**config.mk**
```make
export PLATFORM = sky130hd
export DESIGN_NAME = add_later
export DESIGN_NICKNAME = d
export VERILOG_FILES = /design/src/rtl/add_later.sv
export SDC_FILE = /design/constraint.sdc
export NUM_CORES = 1
export LEC_CHECK = 0
export ABC_AREA = 1
export ABC_CLOCK_PERIOD_IN_PS = 2400
export CAP_MARGIN = 25
export CORE_UTILIZATION = 45
export CTS_BUF_LIST = sky130_fd_sc_hd__clkbuf_4 sky130_fd_sc_hd__clkbuf_8
export CTS_CLUSTER_DIAMETER = 150
export DETAILED_ROUTE_END_ITERATION = 8
export PLACE_DENSITY = 0.69
export SLEW_MARGIN = 20
export SYNTH_ARGS = -nofsm -noshare
export SYNTH_HDL_FRONTEND = slang
export SYNTH_SLANG_ARGS = --single-unit
```
**constraint.sdc**
```tcl
create_clock -name clk -period 2.4 [get_ports clk]
set_input_delay 0.36 -clock clk [delete_from_list [all_inputs] [get_ports clk]]
set_output_delay 0.36 -clock clk [all_outputs]
set_load 0.02 [all_outputs]
```
**src/rtl/add_later.sv**
```systemverilog
// Running-sum reconstructor: rebuilds unsigned 4-bit samples from a stream of
// signed 5-bit differences, framed by absolute start samples; outputs registered.
module add_later #(
    parameter int FRAME_LEN = 8
) (
    input  logic       clk,
    input  logic       rst_n,
    input  logic       inValid,
    input  logic       inStart,
    input  logic [4:0] diffIn,
    output logic [3:0] dataOut,
    output logic       outValid,
    output logic       frameEnd,
    output logic       rangeErr
);

    typedef enum logic [1:0] {IDLE, RUN, ERR} state_t;

    state_t      state, next_state;
    logic [3:0]  count, prev;
    logic [3:0]  count_nxt, prev_nxt, data_nxt;
    logic        ov_nxt, fe_nxt, re_nxt;
    logic signed [5:0] sum;
    logic        sum_ok, start_ok, last;

    // prev is an unsigned sample, so it is zero-extended; only diffIn carries a sign
    assign sum      = $signed({2'b00, prev}) + $signed({diffIn[4], diffIn});
    assign sum_ok   = ~sum[5] & ~sum[4];
    assign start_ok = ~diffIn[4];
    assign last     = (count + 4'd1) == 4'(FRAME_LEN);

    always_ff @(posedge clk or negedge rst_n) begin
        if (!rst_n) begin
            state    <= IDLE;
            count    <= '0;
            prev     <= '0;
            dataOut  <= '0;
            outValid <= 1'b0;
            frameEnd <= 1'b0;
            rangeErr <= 1'b0;
        end else begin
            state    <= next_state;
            count    <= count_nxt;
            prev     <= prev_nxt;
            dataOut  <= data_nxt;
            outValid <= ov_nxt;
            frameEnd <= fe_nxt;
            rangeErr <= re_nxt;
        end
    end

    // inStart wins over difference processing in every state
    always_comb begin
        next_state = state;
        if (inValid) begin
            if (inStart)
                next_state = start_ok ? RUN : ERR;
            else if (state == RUN)
                next_state = !sum_ok ? ERR : (last ? IDLE : RUN);
        end
    end

    always_comb begin
        data_nxt  = dataOut;
        prev_nxt  = prev;
        count_nxt = count;
        ov_nxt    = 1'b0;
        fe_nxt    = 1'b0;
        re_nxt    = 1'b0;
        if (inValid) begin
            if (inStart) begin
                if (start_ok) begin
                    data_nxt  = diffIn[3:0];
                    prev_nxt  = diffIn[3:0];
                    count_nxt = 4'd1;
                    ov_nxt    = 1'b1;
                end else begin
                    count_nxt = '0;
                    re_nxt    = 1'b1;
                end
            end else if (state == RUN) begin
                if (sum_ok) begin
                    data_nxt  = sum[3:0];
                    prev_nxt  = sum[3:0];
                    count_nxt = last ? 4'd0 : count + 4'd1;
                    ov_nxt    = 1'b1;
                    fe_nxt    = last;
                end else begin
                    count_nxt = '0;
                    re_nxt    = 1'b1;
                end
            end
        end
    end

endmodule
```
==> summary.md <==
| Metric | Value |
|---|---|
| Status | completed |
| Core area | 1750 um2 |
| DPL Wire Length | 1330 um |
| Count of hold-fix buffers inserted at cts | 0 |
| Pwr Density | 856 nW/um2 |
| Largest net degree at the start of global routing | 14 |
| Post-Synth XOR/XNOR Area | 2.06% |
| Vias in the first global route | 669 |
| Area grow syn2layout | 23.6% |
| FP Rows | 15 |
| Period utilization | 86.3% |
| Die area | 2060 um2 |
| Yosys reg bits | 13 |
| Chip width | 45.4 um |
| Clock Sinks | 13 |
| Final hold vios | 0 |
| Psw | 0.362 mW |
| Hold crit path type | input pin to async pin |
| CTS H-Tree Depth | 1 |
| Port Buffer Count | 15 |
| RSZ-0062 raised after global routing | no |
| Vias per cell | 4.99 |
| Post-route ant nets | 0 |
| Global-route wire length before repair | 2850 um |
| Most frequent cells in the layout | nand2_1 (41), clkdlybuf4s50_1 (15), dfrtp_1 (13) |
| Critical Path Start Type | input pin |
| Syn Std Cell Area | 848 um2 |
| Ant. Diodes | 0 |
| Iteration count of the initial detailed-routing pass | 4 |
| P_int | 0.536 mW |
| Slowest cell on crit path | fa_1 |
| Multiplexer area fraction after synthesis | 0% |
| Unique cell type count in the Yosys netlist | 25 |
| CP cell instances | clkdlybuf4s50_1, ha_1, fa_1, nand3_1, nand3_1, a21oi_2, nand2_4, nand2_8, nand2_4, nand2_1, nand2_1 |
| Vias | 748 |
| Layout Skew | 0.00789 ns |
| Net Sw Frac | 40.3% |
| Total CTS buffers | 3 |
| Final WL | 1730 um |
| Largest family of logic cells by synthesized area | simple AND/OR/NAND/NOR gates |
| Synth Area in Simple Gates | 36.4% |
| Initial antenna violation count | 0 |
| Syn avg cell area | 7.93 um2 |
| Residual DRC | 0 |
| Worst-path maximum fanout | 6 |
| Max Cap Viol | 0 |
| Root buffer cell | clkbuf_4 |
| Ys Warns | 0 |
| Post-CTS setup buffers | 0 |
| Fin nets | 141 |
| Peak supply drop | 0.502 mV |
| Leak Pwr | 0.530 nW |
| Per-cell routed wire length | 11.5 um |
| Clk slew on worst S/H paths | 0.08 ns |
| Design Power | 0.898 mW |
| IO Count | 16 |
| Final setup fails | 0 |
| Worst rel slew slack | 62.6% |
| Syn Nets | 122 |
| Count of final max-slew check failures | 0 |
| Comb pwr share | 48.9% |
| Gr ovfl total | 0 |
| CP arrival | 2.23 ns |
| Most common cell after layout, fill and taps aside | nand2_1 |
| Sequential power share | 35.5% |
| Crit path kind | input pin to register |
| Mapped Cells | 107 |
| Complex-gate fraction of the synthesized area | 6.64% |
| Iter 0 DRT Violations | 10 |
| Achievable Freq | 483 MHz |
| Setup TNS Final | 0 ns |
| GRT Util Overall | 19.3% |
| GPL Wtd Cong | 0.801 |
| Post-cts resize count | 0 |
| Fraction of layout cells with a size suffix above 1 | 11.2% |
| Min Tclk post-route | 2.07 ns |
| FF-to-FF path depth | 10 |
| Worst Max-Slew Pin Slew | 0.560 ns |
| Adder-Cell Fraction of Synth Area | 9.73% |
| CTS tree | built |
| Sequential share of the synthesized area | 38.3% |
| Critical Path End Type | register |
| Clk pwr share | 15.6% |
| Worst-skew pair later-pin latency | 0.27 ns |
| Slowest stage delay, CP | 0.43 ns |
| Die H | 45.4 um |
| Maximum clock path buffer count | 2 |
| Initial Utilization | 48.6% |
| CP required | 2.56 ns |
state kept, by name (all words and copies together), names as in the netlist:
| register | flops |
|---|---|
| state | 2 |
| count | 4 |
| outValid | 1 |
| rangeErr | 1 |
| prev | 4 |
| frameEnd | 1 |
kinds of logic (layout without fill, tap and decap cells):
group,Yosys count,in the layout
simple gates,66,66
flops,13,13
fa+ha+maj,6,6
buf+inv,12,30
xor+xnor,2,2
compound gates,8,8
worst paths after layout:
check	startpoint	endpoint	slack (ns)
hold / removal	rst_n	frameEnd	0.45
max in group asynchronous	rst_n	rangeErr	1.58
min in group clk	state[0]	state[0]	0.51
hold reg to reg	state[0]	state[0]	0.51
setup reg to reg	prev[0]	prev[2]	0.47
setup / recovery	diffIn[0]	prev[2]	0.33
power groups by stage:
| stage | sequential [mW] | combinational [mW] | clock (mW) |
|---|---|---|---|
| detailed placement | 0.324 | 0.437 | 0 |
| global route | 0.325 | 0.492 | 0.154 |
| global placement | 0.322 | 0.433 | 0 |
| floorplan | 0.354 | 0.256 | 0 |
| CTS | 0.319 | 0.442 | 0.145 |
| finish | 0.319 | 0.439 | 0.140 |
layout make-up:
cell class              instances  area, um2
clock buffers                   4       30.0
fillers                       167        697
inverters                      11       46.3
multi-input cells              82        465
flip-flops and latches         13        325
well taps                      25       31.3
repair buffers                 15        150
worst max-delay path, delay by kind of cell:
family / cells / cell delay (ns)
AO/OA/AOI/OAI: 1 / 0.21
buffers and inverters: 1 / 0.42
adder cells (fa/ha/maj): 2 / 0.67
AND/OR/NAND/NOR: 7 / 0.57
routing by layer:
metal	global-route usage [%]	wire length (um)
met2	33.4	891
met4	3.64	8
met3	5.95	61
met1	23.6	769
met5	0	0
through the flow:
| stage | hold WS, ns | cells | area (um2) | setup WS, ns | utilization (%) |
|---|---|---|---|---|---|
| floorplan | 0.0644 | 107 | 848 | 0.508 | - |
| global placement | 0.466 | 146 | 1020 | 0.101 | 58.4 |
| detailed placement | 0.470 | 146 | 1020 | 0.0595 | 58.4 |
| CTS | 0.463 | 150 | 1050 | 0.332 | 60.1 |
| global route | 0.475 | 150 | 1050 | 0.201 | 60.1 |
| finish | 0.445 | 150 | 1050 | 0.330 | 60.1 |
cells in the mapped netlist, drive strengths merged:
library cell | n | share of area (%)
xnor2 | 2 | 2.1
fa | 1 | 2.4
nor3 | 1 | 0.59
o21ai | 5 | 4.3
buf | 1 | 1.3
inv | 9 | 4.0
nand4 | 2 | 1.5
a31oi | 1 | 0.74
a21oi | 2 | 1.6
ha | 5 | 7.4
nand3 | 11 | 7.1
nand2 | 45 | 24
nor2 | 7 | 3.4
clkinv | 2 | 1.5
dfrtp | 13 | 38
No activity file was read; power rests on OpenSTA's default activity.
